$ cat config.mk
export PLATFORM = sky130hd
export DESIGN_NAME = id_ex_skid_reg_flat
export DESIGN_NICKNAME = d
export VERILOG_FILES = /design/src/rtl/id_ex_skid_if.sv /design/src/rtl/id_ex_skid_reg.sv /design/src/flat_wrapper.sv
export SDC_FILE = /design/constraint.sdc
export NUM_CORES = 1
export LEC_CHECK = 0
export CORE_UTILIZATION = 57
export CTS_BUF_LIST = sky130_fd_sc_hd__clkbuf_16
export CTS_CLUSTER_SIZE = 12
export DETAILED_ROUTE_END_ITERATION = 10
export DONT_BUFFER_PORTS = 1
export HOLD_SLACK_MARGIN = 0.12
export PLACE_DENSITY = 0.75
export SKIP_CTS_REPAIR_TIMING = 1
export SLEW_MARGIN = 30
export SYNTH_ARGS = -nofsm -noshare
export SYNTH_HDL_FRONTEND = slang
export SYNTH_SLANG_ARGS = --single-unit
export TNS_END_PERCENT = 1
$ cat constraint.sdc
create_clock -name clk_i -period 6.2 [get_ports clk_i]
set_clock_uncertainty 0.2 [all_clocks]
set_input_delay 1.86 -clock clk_i [delete_from_list [all_inputs] [get_ports clk_i]]
set_output_delay 1.86 -clock clk_i [all_outputs]
set_load 0.02 [all_outputs]
$ cat src/rtl/id_ex_skid_if.sv
// Handshake and beat signals between the ID stage, the ID/EX skid register and the ALU.
// The slave modport is the register's view; the master modport is the driving environment.
interface id_ex_skid_if;
    logic        in_valid_i;
    logic        in_ready_o;
    logic [31:0] src1_i;
    logic [31:0] src2_i;
    logic [3:0]  ctrl_i;
    logic [4:0]  rd_i;
    logic        we_i;
    logic        flush_i;
    logic        out_valid_o;
    logic        out_ready_i;
    logic [31:0] src1_o;
    logic [31:0] src2_o;
    logic [3:0]  ctrl_o;
    logic [4:0]  rd_o;
    logic        we_o;
    logic [1:0]  count_o;
    logic        illegal_o;

    modport slave (
        input  in_valid_i, src1_i, src2_i, ctrl_i, rd_i, we_i, flush_i, out_ready_i,
        output in_ready_o, out_valid_o, src1_o, src2_o, ctrl_o, rd_o, we_o, count_o, illegal_o
    );

    modport master (
        output in_valid_i, src1_i, src2_i, ctrl_i, rd_i, we_i, flush_i, out_ready_i,
        input  in_ready_o, out_valid_o, src1_o, src2_o, ctrl_o, rd_o, we_o, count_o, illegal_o
    );
endinterface

$ cat src/rtl/id_ex_skid_reg.sv
// Two-entry ID/EX skid buffer: main entry drives the ALU, skid entry absorbs one beat of
// overflow so in_ready_o can be a plain register, independent of out_ready_i.
module id_ex_skid_reg (
    input  logic         clk_i,
    input  logic         rst_i,
    id_ex_skid_if.slave  bus
);

    typedef enum logic [1:0] {
        EMPTY = 2'd0,
        ONE   = 2'd1,
        FULL  = 2'd2
    } state_e;

    typedef struct packed {
        logic [31:0] src1;
        logic [31:0] src2;
        logic [3:0]  ctrl;
        logic [4:0]  rd;
        logic        we;
    } beat_t;

    state_e state_q, state_d;
    beat_t  main_q, main_d;
    beat_t  skid_q, skid_d;
    logic   in_ready_q, in_ready_d;
    logic   illegal_q, illegal_d;

    beat_t  in_beat;
    logic   ctrl_legal;
    logic   accept;
    logic   deliver;

    // Illegal control codes are neutralised on entry so the ALU never sees them.
    always_comb begin
        ctrl_legal = 1'b0;
        case (bus.ctrl_i)
            4'd0, 4'd1, 4'd2, 4'd6, 4'd7: ctrl_legal = 1'b1;
            default:                      ctrl_legal = 1'b0;
        endcase

        in_beat.src1 = bus.src1_i;
        in_beat.src2 = bus.src2_i;
        in_beat.rd   = bus.rd_i;
        in_beat.ctrl = ctrl_legal ? bus.ctrl_i : 4'd0;
        in_beat.we   = ctrl_legal ? bus.we_i   : 1'b0;
    end

    assign accept  = bus.in_valid_i && in_ready_q && !bus.flush_i;
    assign deliver = (state_q != EMPTY) && bus.out_ready_i;

    // NOTE: every output of this block gets a default first; a missed branch would otherwise infer a latch.
    always_comb begin
        state_d   = state_q;
        main_d    = main_q;
        skid_d    = skid_q;
        illegal_d = illegal_q | (accept & ~ctrl_legal);

        if (bus.flush_i) begin
            state_d = EMPTY;
            main_d  = '0;
            skid_d  = '0;
        end else begin
            case (state_q)
                EMPTY: begin
                    if (accept) begin
                        state_d = ONE;
                        main_d  = in_beat;
                    end
                end
                ONE: begin
                    if (accept && deliver) begin
                        main_d = in_beat;
                    end else if (accept) begin
                        state_d = FULL;
                        skid_d  = in_beat;
                    end else if (deliver) begin
                        state_d = EMPTY;
                        main_d  = '0;
                    end
                end
                FULL: begin
                    // in_ready_o is low here, so only the head can leave.
                    if (deliver) begin
                        state_d = ONE;
                        main_d  = skid_q;
                        skid_d  = '0;
                    end
                end
                default: begin
                    state_d = EMPTY;
                    main_d  = '0;
                    skid_d  = '0;
                end
            endcase
        end

        in_ready_d = (state_d != FULL);
    end

    // NOTE: state registers use non-blocking assignments so every flop samples pre-edge values.
    always_ff @(posedge clk_i or posedge rst_i) begin
        if (rst_i) begin
            state_q    <= EMPTY;
            main_q     <= '0;
            skid_q     <= '0;
            in_ready_q <= 1'b1;
            illegal_q  <= 1'b0;
        end else begin
            state_q    <= state_d;
            main_q     <= main_d;
            skid_q     <= skid_d;
            in_ready_q <= in_ready_d;
            illegal_q  <= illegal_d;
        end
    end

    assign bus.in_ready_o  = in_ready_q;
    assign bus.out_valid_o = (state_q != EMPTY);
    assign bus.count_o     = state_q;
    assign bus.illegal_o   = illegal_q;
    assign bus.src1_o      = main_q.src1;
    assign bus.src2_o      = main_q.src2;
    assign bus.ctrl_o      = main_q.ctrl;
    assign bus.rd_o        = main_q.rd;
    assign bus.we_o        = main_q.we;

endmodule
$ cat src/flat_wrapper.sv
// flat-port wrapper written by rule: the top's interface ports become plain ports
module id_ex_skid_reg_flat 
  (clk_i, rst_i, bus_in_valid_i, bus_src1_i, bus_src2_i, bus_ctrl_i, bus_rd_i, bus_we_i, bus_flush_i, bus_out_ready_i, bus_in_ready_o, bus_out_valid_o, bus_src1_o, bus_src2_o, bus_ctrl_o, bus_rd_o, bus_we_o, bus_count_o, bus_illegal_o);
  id_ex_skid_if bus_i ();
  input  logic clk_i;
  input  logic rst_i;
  input wire logic [$bits(bus_i.in_valid_i)-1:0] bus_in_valid_i;
  input wire logic [$bits(bus_i.src1_i)-1:0] bus_src1_i;
  input wire logic [$bits(bus_i.src2_i)-1:0] bus_src2_i;
  input wire logic [$bits(bus_i.ctrl_i)-1:0] bus_ctrl_i;
  input wire logic [$bits(bus_i.rd_i)-1:0] bus_rd_i;
  input wire logic [$bits(bus_i.we_i)-1:0] bus_we_i;
  input wire logic [$bits(bus_i.flush_i)-1:0] bus_flush_i;
  input wire logic [$bits(bus_i.out_ready_i)-1:0] bus_out_ready_i;
  output wire logic [$bits(bus_i.in_ready_o)-1:0] bus_in_ready_o;
  output wire logic [$bits(bus_i.out_valid_o)-1:0] bus_out_valid_o;
  output wire logic [$bits(bus_i.src1_o)-1:0] bus_src1_o;
  output wire logic [$bits(bus_i.src2_o)-1:0] bus_src2_o;
  output wire logic [$bits(bus_i.ctrl_o)-1:0] bus_ctrl_o;
  output wire logic [$bits(bus_i.rd_o)-1:0] bus_rd_o;
  output wire logic [$bits(bus_i.we_o)-1:0] bus_we_o;
  output wire logic [$bits(bus_i.count_o)-1:0] bus_count_o;
  output wire logic [$bits(bus_i.illegal_o)-1:0] bus_illegal_o;
  assign bus_i.in_valid_i = bus_in_valid_i;
  assign bus_i.src1_i = bus_src1_i;
  assign bus_i.src2_i = bus_src2_i;
  assign bus_i.ctrl_i = bus_ctrl_i;
  assign bus_i.rd_i = bus_rd_i;
  assign bus_i.we_i = bus_we_i;
  assign bus_i.flush_i = bus_flush_i;
  assign bus_i.out_ready_i = bus_out_ready_i;
  assign bus_in_ready_o = bus_i.in_ready_o;
  assign bus_out_valid_o = bus_i.out_valid_o;
  assign bus_src1_o = bus_i.src1_o;
  assign bus_src2_o = bus_i.src2_o;
  assign bus_ctrl_o = bus_i.ctrl_o;
  assign bus_rd_o = bus_i.rd_o;
  assign bus_we_o = bus_i.we_o;
  assign bus_count_o = bus_i.count_o;
  assign bus_illegal_o = bus_i.illegal_o;
  id_ex_skid_reg u_core (.clk_i(clk_i), .rst_i(rst_i), .bus(bus_i));
endmodule
==> results of run 1 <==
[worst reg2reg max path, stage by stage, from the launching register on]
cell      delay, ns
dfrtp_4        0.85
buf_4          0.73
nand2b_1       0.30
o32a_1         0.27
nor2_4         0.57
buf_4          0.49
a22o_1         0.23
[layout make-up]
class	count	area [µm²]	share of cell area
flip-flops and latches	152	3810	0.494
multi-input cells	456	3060	0.397
clock buffers	17	425	0.0551
well taps	168	210	0.0272
repair buffers	11	86.3	0.0112
clock inverters	12	72.6	0.00940
inverters	12	52.6	0.00681
[layer usage]
layer	up-vias	share of wire	global-route usage
met3	26	0.088	0.0907
met4	0	0.018	0.115
met5	-	0	0
li1	2412	-	-
met1	2524	0.41	0.321
met2	184	0.48	0.427
[logic make-up (layout without fill, tap and decap cells)]
family,after synthesis,in the layout,synth area share
AO/OA/AOI/OAI,218,218,0.227
buffers and inverters,74,52,0.0583
AND/OR/NAND/NOR,174,174,0.103
multiplexers,64,64,0.0881
flip-flops,152,152,0.523
[stage by stage]
step / utilization / setup WS (ns) / total power [W] / hold WS [ns]
after floorplan: - / 0.0486 / 0.00137 / 0.239
after global placement: 0.590 / 2.16 / 0.00140 / 0.251
after detailed placement: 0.591 / 2.29 / 0.00142 / 0.260
after CTS: 0.632 / 2.49 / 0.00231 / 0.279
after global routing: 0.632 / 2.31 / 0.00239 / 0.297
final: 0.632 / 2.50 / 0.00230 / 0.276
[flip-flops by register name, summed over array words and instances, names as in the netlist]
| signal | flops |
|---|---|
| u_core.bus.illegal_o | 1 |
| u_core.bus.count_o | 2 |
| u_core.skid_q | 74 |
| u_core.bus.ctrl_o | 4 |
| u_core.bus.src2_o | 32 |
| u_core.bus.in_ready_o | 1 |
| u_core.bus.we_o | 1 |
| u_core.bus.rd_o | 5 |
| u_core.bus.src1_o | 32 |
[worst min-delay path by stage]
stage,start,end,slack (ns),cells after the start
after floorplan,u_core.skid_q[6],u_core.skid_q[6],0.24,2
after global placement,u_core.skid_q[6],u_core.skid_q[6],0.25,2
after detailed placement,u_core.skid_q[6],u_core.skid_q[6],0.26,2
after CTS,u_core.skid_q[6],u_core.skid_q[6],0.28,2
after global routing,u_core.skid_q[70],u_core.bus.src1_o[28],0.30,2
final,u_core.skid_q[25],u_core.skid_q[25],0.28,2
[power by group]
group	switching, W	internal [W]
clock	0.000376	0.000528
sequential	0.000102	0.00106
combinational	0.000151	0.0000869
total	0.000629	0.00167
[placed cells by master, fill, tap and decap left out, types with 2 or more instances in the layout]
cell and n:
nand2_1 152, o2bb2ai_1 63, buf_4 10, nand4b_1 2
mux2i_1 64, clkbuf_16 17, nand3_1 3, o21a_1 2
a22o_1 63, o21ai_0 58, o21ai_1 15, and4b_1 2
dfrtp_1 149, nand2b_1 2, inv_1 14, a32oi_1 3
nor2_1 2, clkinv_1 7, a222oi_1 6, nor3_4 2
==> impl_metrics.csv, run 1 <==
group,metric,value,unit
synth,synth_area,7270,µm²
die,start_util,0.595,
sta,worst_slew_pin_slew,0.963,ns
place,place.gp.congestion,0.804,
global_route,antenna_found_initial,0,
setup_path,path_max_fanout,41,
synth,synthArstFlopShare,1.00,
detailed_routing,firstDrtPassIters,8,
pwr,p_leak,3.26,nW
clock_tree,cts_tree,"built",
synth,synthesis.nets,761,
setup_path,start_kind,"register",
detailed_routing,drt_iter0_drc,334,
synth,syn-instance-count,682,
setup_path,cp.depth,6,
synth,yosysMostFrequentCell,"nand2_1",
setup_path,worst-r2r-cell-count,6,
sta,slew_viol_final,0,
die,num_rows,40,
setup_path,crit_path_end,"u_core.bus.src1_o[10]",
sta,period_minus_slack,3.70,ns
clock_tree,cts_inserted_buffers,17,
setup_path,path_class,"register to register",
clock_tree,clk_latency,0.42,ns
detailed_routing,num_vias,5146,
setup_path,critPathMostFrequentCell,"buf_4",
sta,setup_viol,0,
place,hpwl,10.4,mm
synth,syn_area_per_cell,10.7,µm²
place,portBuffers,0,
detailed_routing,wl_per_cell,20.2,µm
synth,synth_cell_types,42,
clock_tree,cts.htree.levels,4,
synth,synth_top_area_cell,"dfrtp_1",
setup_path,path_cells,"buf_4, nand2b_1, o32a_1, nor2_4, buf_4, a22o_1",
sta,finalSetupTns,0,ns
die,die_y,115,µm
sta,rsz0062_at_grt,"false",
clock_tree,clk_pin_slew_worst_paths,0.06,ns
setup_path,r2r_start,"u_core.bus.count_o[1]",
die,io_pins,158,
setup_path,max_stage_delay,0.85,ns
setup_path,rr_endpoint,"u_core.bus.src1_o[10]",
global_route,grt_first_pass_wirelength,26.5,mm
setup_path,worstSetupEndpointType,"register",
detailed_routing,drc,0,
cells_and_area,final_cells,828,
die,core,12200,µm²
global_route,track_usage,0.263,
place,post_dp_cell_area,7210,µm²
die,dieArea,13200,µm²
setup_path,cp.arrival,3.86,ns
global_route,grt_pass1_vias,5051,
setup_path,crit_slowest_cell,"dfrtp_4",
synth,synthDominantCellAreaShare,0.520,
synth,ys.flop_type,"dfrtp_1",
detailed_routing,via_per_inst,6.21,
sta,max-slew-margin-rel,0.356,
cells_and_area,syn_to_final_growth,6.18,%
min_path,hp-class,"register to register",
synth,yosysWarnings,0,
synth,synth_common_cells,"152 x nand2_1, 151 x dfrtp_1, 64 x mux2i_1, 63 x a22o_1, 63 x o2bb2ai_1",
cells_and_area,drive_above_1_share,0.0652,
synth,synth-seq-cells,152,
status,status,"completed",
synth,ys_seq_area_frac,0.523,
cells_and_area,fin_area,7720,µm²
global_route,grt_max_degree,113,
setup_path,rrSetupSlack,2.50,ns
cells_and_area,nets,729,
pwr,powerDensity,298,nW/µm²
setup_path,crit_family,"buffers and inverters",
global_route,grt_remaining_overflow,0,
cells_and_area,fillers,1004,
clock_tree,clockBufferDepth,2,
place,place_inst,799,
setup_path,required,6.36,ns
clock_tree,cts_sinks,152,
job,drv_cap,0,
detailed_routing,antenna_left,0,
sta,finalHoldViolCount,0,
synth,yosys-top-cells-area,"dfrtp_1 52%, mux2i_1 8.8%, nand2_1 7.8%",
setup_path,startpoint,"u_core.bus.count_o[1]",
cells_and_area,antenna_cells,0,
die,fp.dieW,115,µm
detailed_routing,routed_wl,16.7,mm
clock_tree,cts.root.buffer_cell,"clkbuf_16",
sta,fmax,270,MHz
synth,synth_edf_count,0,
pwr,irDropWorstVdd,0.000164,V
setup_path,critPathBufInv,2,
sta,fin_crit_sh,0.597,
Note: power is estimated with default switching activity, not from simulation.
==> run 2, diff against run 1 <==
--- a/config.mk
+++ b/config.mk
@@ -5,13 +5,13 @@
 export SDC_FILE = /design/constraint.sdc
 export NUM_CORES = 1
 export LEC_CHECK = 0
-export CORE_UTILIZATION = 57
+export CORE_UTILIZATION = 60
 export CTS_BUF_LIST = sky130_fd_sc_hd__clkbuf_16
 export CTS_CLUSTER_SIZE = 12
 export DETAILED_ROUTE_END_ITERATION = 10
 export DONT_BUFFER_PORTS = 1
 export HOLD_SLACK_MARGIN = 0.12
-export PLACE_DENSITY = 0.75
+export PLACE_DENSITY = 0.76
 export SKIP_CTS_REPAIR_TIMING = 1
 export SLEW_MARGIN = 30
 export SYNTH_ARGS = -nofsm -noshare
==> constraint.sdc (replaced) <==
create_clock -name clk_i -period 3.6 [get_ports clk_i]
set_clock_uncertainty 0.2 [all_clocks]
set_input_delay 1.08 -clock clk_i [delete_from_list [all_inputs] [get_ports clk_i]]
set_output_delay 1.08 -clock clk_i [all_outputs]
set_load 0.02 [all_outputs]
==> run 2 against run 1 <==
Compared with the run above:
- the run now ends with DRC left
- sequential cell count unchanged
- sequential power rose by 73%
- combinational power up 70%
- design area is 0.88% higher
- die area fell by 4.9%
- via count up 1.3%
- utilization rose by 3.8 points
- routed wire length is 0.83% lower
- sequential share of layout area shrank 0.43 points
- critical endpoint is now bus_out_valid_o
==> impl_metrics.csv, run 2 (synthesized netlist as in run 1, its figures left out) <==
group,metric,value,unit
detailed_routing,firstDrtPassIters,8,
detailed_routing,via_per_inst,6.45,
global_route,use_met2,0.453,
detailed_routing,wl_per_cell,20.5,µm
sta,rsz0062_at_grt,"false",
place,place.gp.congestion,0.757,
sta,setup_viol,0,
sta,finalHoldViolCount,0,
die,dieArea,12600,µm²
detailed_routing,drc,13,
job,drv_cap,0,
setup_path,path_class,"register to output port",
pwr,irDropWorstVdd,0.000312,V
cells_and_area,fillers,887,
setup_path,path_max_fanout,45,
cells_and_area,seqCellArea,3810,µm²
sta,fmax,338,MHz
clock_tree,cts.root.buffer_cell,"clkbuf_16",
sta,hold_ws,0.267,ns
global_route,use_met3,0.0891,
global_route,grt_first_pass_wirelength,27.6,mm
die,io_pins,158,
cells_and_area,multi_input_area,3060,µm²
sta,finalSetupTns,0,ns
cells_and_area,largest_register_ffs,74,
clock_tree,cts_sinks,152,
global_route,grt_use_met1,0.362,
place,portBuffers,0,
global_route,antenna_found_initial,0,
sta,max-slew-margin-rel,0.414,
setup_path,worstSetupEndpointType,"output port",
global_route,track_usage,0.283,
setup_path,start_kind,"register",
die,num_rows,39,
detailed_routing,drt_iter0_drc,403,
status,violations,"DRC",
cells_and_area,drive_above_1_share,0.0752,
global_route,grt_max_degree,103,
global_route,grt_busiest_layer,"met2",
cells_and_area,final_util,0.671,
die,die_y,112,µm
clock_tree,clockBufferDepth,2,
setup_path,required,2.32,ns
pwr,powerDensity,532,nW/µm²
clock_tree,cts.htree.levels,4,
setup_path,path_cells,"or2_2",
cells_and_area,syn_to_final_growth,7.11,%
sta,period_minus_slack,2.96,ns
pwr,p_leak,3.30,nW
clock_tree,clk_latency,0.42,ns
die,fp.dieW,112,µm
sta,fin_crit_sh,0.823,
place,hpwl,10.4,mm
cells_and_area,antenna_cells,0,
setup_path,cp.arrival,1.68,ns
setup_path,critPathBufInv,0,
sta,worst_slew_pin_slew,0.879,ns
global_route,grt_remaining_overflow,0,
setup_path,crit_family,"flip-flops",
detailed_routing,routed_wl,16.6,mm
min_path,hp-class,"register to register",
clock_tree,cts_inserted_buffers,17,
cells_and_area,nets,731,
setup_path,max_stage_delay,0.76,ns
sta,slew_viol_final,0,
cells_and_area,largest_register,"u_core.skid_q",
global_route,grt_pass1_vias,5330,
die,core,11600,µm²
cells_and_area,mostFrequentLayoutCells,"152 x nand2_1, 149 x dfrtp_1, 64 x mux2i_1, 63 x o2bb2ai_1, 63 x a22o_1",
status,status,"finished with violations",
pwr,total_power,0.00414,W
cells_and_area,layout_commonest_cell,"nand2_1",
die,start_util,0.626,
setup_path,crit_slowest_cell,"dfrtp_4",
detailed_routing,antenna_left,0,
clock_tree,cts_tree,"built",
clock_tree,clk_pin_slew_worst_paths,0.06,ns
detailed_routing,num_vias,5213,
-- run 2: path summary, 6_finish.rpt --
| check | start | depth (start not counted) | slack (ns) | endpoint |
|---|---|---|---|---|
| max reg2reg | u_core.bus.count_o[0] | 5 | 0.90 | u_core.skid_q[69] |
| min reg2reg | u_core.skid_q[6] | 2 | 0.27 | u_core.skid_q[6] |
| min | u_core.skid_q[6] | 2 | 0.27 | u_core.skid_q[6] |
| max in group asynchronous | rst_i | 2 | 2.01 | u_core.skid_q[43] |
| min in group asynchronous | rst_i | 1 | 0.40 | u_core.skid_q[50] |
| max | u_core.bus.count_o[1] | 1 | 0.64 | bus_out_valid_o |
-- run 2: report_power, final --
group	switching (W)	total, W	internal, W
Combinational	0.000251	0.000404	0.000153
Clock	0.000661	0.00173	0.00107
Sequential	0.000187	0.00201	0.00182
-- run 2: stage by stage --
stage	instances	instance area [µm²]	worst slack, ns
6_report	808	7790	0.638
2_1_floorplan	682	7270	0.404
3_5_place_dp	776	7220	0.873
5_1_grt	808	7790	0.570
3_3_place_gp	776	7220	0.910
4_1_cts	808	7790	0.627
-- run 2: worst min-delay path: stages (launching register included) --
cell and delay, ns:
dfrtp_1 0.34, nand2_1 0.05, nand2_1 0.05
-- run 2: routing by layer --
layer / routed length (µm) / part of all wire / vias up
met3: 1240 / 0.075 / 19
met4: 313 / 0.019 / 0
met1: 6970 / 0.42 / 2611
li1: - / - / 2416
met2: 8060 / 0.49 / 167
met5: 0 / 0 / -
-- run 2: final cells by class --
cell class | count | share of cell area
Timing Repair Buffer | 13 | 0.0157
Clock buffer | 17 | 0.0546
Clock inverter | 15 | 0.0185
Inverter | 12 | 0.00627
Tap cell | 143 | 0.0230
Sequential cell | 152 | 0.489
Multi-Input combinational cell | 456 | 0.393
==> run 3, diff against run 2 <==
==> constraint.sdc (replaced) <==
create_clock -name clk_i -period 2.8 [get_ports clk_i]
set_clock_uncertainty 0.2 [all_clocks]
set_input_delay 0.84 -clock clk_i [delete_from_list [all_inputs] [get_ports clk_i]]
set_output_delay 0.84 -clock clk_i [all_outputs]
set_load 0.02 [all_outputs]
==> run 3 against run 2 <==
Compared with the run above:
- the run still ends with DRC left
- clock-buffer cell count stayed put
- worst setup slack worse by 0.36 ns
- sequential cell count stayed put
- via count is 0.61% higher
==> impl_metrics.csv, run 3 (synthesized netlist as in run 1, its figures left out) <==
group,metric,value,unit
status,status,"finished with violations",
status,violations,"DRC",
detailed_routing,wl_per_cell,21.2,µm
sta,setup_viol,0,
setup_path,path_cells,"buf_4",
cells_and_area,drive_above_1_share,0.0795,
setup_path,path_class,"register to output port",
global_route,grt_remaining_overflow,0,
setup_path,critPathBufInv,1,
die,io_pins,158,
sta,worst_slew_pin_slew,0.846,ns
sta,fmax,397,MHz
global_route,grt_max_degree,111,
detailed_routing,drt_iter0_drc,351,
place,place.gp.congestion,0.780,
die,core,11600,µm²
setup_path,path_max_fanout,28,
sta,max-slew-margin-rel,0.434,
detailed_routing,via_per_inst,6.48,
sta,rsz0062_at_grt,"false",
clock_tree,cts.htree.levels,4,
clock_tree,cts.root.buffer_cell,"clkbuf_16",
cells_and_area,largest_register,"u_core.skid_q",
clock_tree,cts_tree,"built",
place,hpwl,10.9,mm
die,num_rows,39,
detailed_routing,routed_wl,17.1,mm
pwr,p_leak,3.32,nW
detailed_routing,antenna_left,0,
cells_and_area,syn_to_final_growth,7.26,%
global_route,grt_first_pass_wirelength,28.1,mm
global_route,track_usage,0.288,
cells_and_area,layout_commonest_cell,"nand2_1",
pwr,comb_power_share,0.108,
detailed_routing,drc,13,
cells_and_area,multi_input_area,3060,µm²
sta,period_minus_slack,2.52,ns
pwr,power_switching,0.00138,W
clock_tree,clk_latency,0.41,ns
sta,slew_viol_final,0,
job,drv_cap,0,
place,portBuffers,0,
global_route,antenna_found_initial,0,
setup_path,max_stage_delay,0.70,ns
global_route,grt_pass1_vias,5340,
die,fp.dieW,112,µm
sta,fin_crit_sh,0.900,
min_path,hp-class,"input port to async pin",
cells_and_area,largest_register_ffs,74,
setup_path,worstSetupEndpointType,"output port",
cells_and_area,antenna_cells,0,
die,die_y,112,µm
die,dieArea,12600,µm²
clock_tree,clk_pin_slew_worst_paths,0.05,ns
setup_path,start_kind,"register",
pwr,sequentialPowerShare,0.505,
detailed_routing,num_vias,5245,
setup_path,required,1.76,ns
sta,finalHoldViolCount,0,
cells_and_area,fillers,877,
pwr,irDropWorstVdd,0.000297,V
cells_and_area,seqCellArea,3810,µm²
setup_path,crit_slowest_cell,"dfrtp_2",
setup_path,crit_family,"flip-flops",
pwr,powerDensity,655,nW/µm²
setup_path,cp.arrival,1.48,ns
clock_tree,clockBufferDepth,2,
cells_and_area,nets,737,
pwr,total_power,0.00511,W
clock_tree,cts_sinks,152,
clock_tree,cts_inserted_buffers,17,
die,start_util,0.626,
pwr,p_int,0.00373,W
pwr,clockPowerShare,0.387,
cells_and_area,mostFrequentLayoutCells,"152 x nand2_1, 149 x dfrtp_1, 64 x mux2i_1, 63 x o2bb2ai_1, 63 x a22o_1",
detailed_routing,firstDrtPassIters,9,
cells_and_area,final_util,0.672,
pwr,sw_frac_of_total,0.270,
-- run 3: cell types whose count changed in the layout (fill, tap and decap cells not counted), sizes merged --
cell and delta:
clkinvlp -1, buf +6, inv +1, bufinv -2, clkinv -2
-- run 3: worst paths after layout --
path / startpoint / end / slack, ns / depth (start not counted)
worst max-delay path: u_core.bus.count_o[0] / bus_count_o[0] / 0.28 / 1
worst min-delay path: rst_i / u_core.bus.src1_o[19] / 0.12 / 1
worst max register to register: u_core.bus.count_o[0] / u_core.skid_q[32] / 0.33 / 5
worst min register to register: u_core.skid_q[6] / u_core.skid_q[6] / 0.27 / 2
max in group asynchronous: rst_i / u_core.skid_q[42] / 1.59 / 2
min in group clk_i: u_core.skid_q[6] / u_core.skid_q[6] / 0.27 / 2
-- run 3: area by class of cell --
cell class | count | area share
clock buffers | 17 | 0.0545
flip-flops and latches | 152 | 0.489
well taps | 143 | 0.0229
inverters | 12 | 0.00626
multi-input cells | 456 | 0.392
repair buffers | 19 | 0.0263
clock inverters | 11 | 0.00931
-- run 3: metal layers --
layer	global-route usage	wire [µm]	vias to the layer above
met5	0	0	-
met4	0.122	296	0
met3	0.0934	1240	19
met2	0.467	8470	162
met1	0.357	7130	2634
li1	-	-	2430
-- run 3: stage by stage --
| step | setup TNS [ns] | setup WS, ns | hold WS (ns) | cells | instance area, µm² |
|---|---|---|---|---|---|
| after floorplan | -23.58 | -0.156 | 0.239 | 682 | 7270 |
| after global placement | 0 | 0.427 | 0.250 | 782 | 7300 |
| after detailed placement | 0 | 0.363 | 0.257 | 782 | 7300 |
| after CTS | 0 | 0.270 | 0.106 | 810 | 7800 |
| after global routing | 0 | 0.187 | 0.124 | 810 | 7800 |
| final | 0 | 0.280 | 0.117 | 810 | 7800 |
-- run 3: power by group through the flow --
stage	clock network, W	logic, W	registers (W)
after floorplan	0	0.000464	0.00257
after global placement	0	0.000524	0.00261
after detailed placement	0	0.000554	0.00261
after CTS	0.00201	0.000554	0.00258
after global routing	0.00209	0.000612	0.00260
final	0.00198	0.000550	0.00258
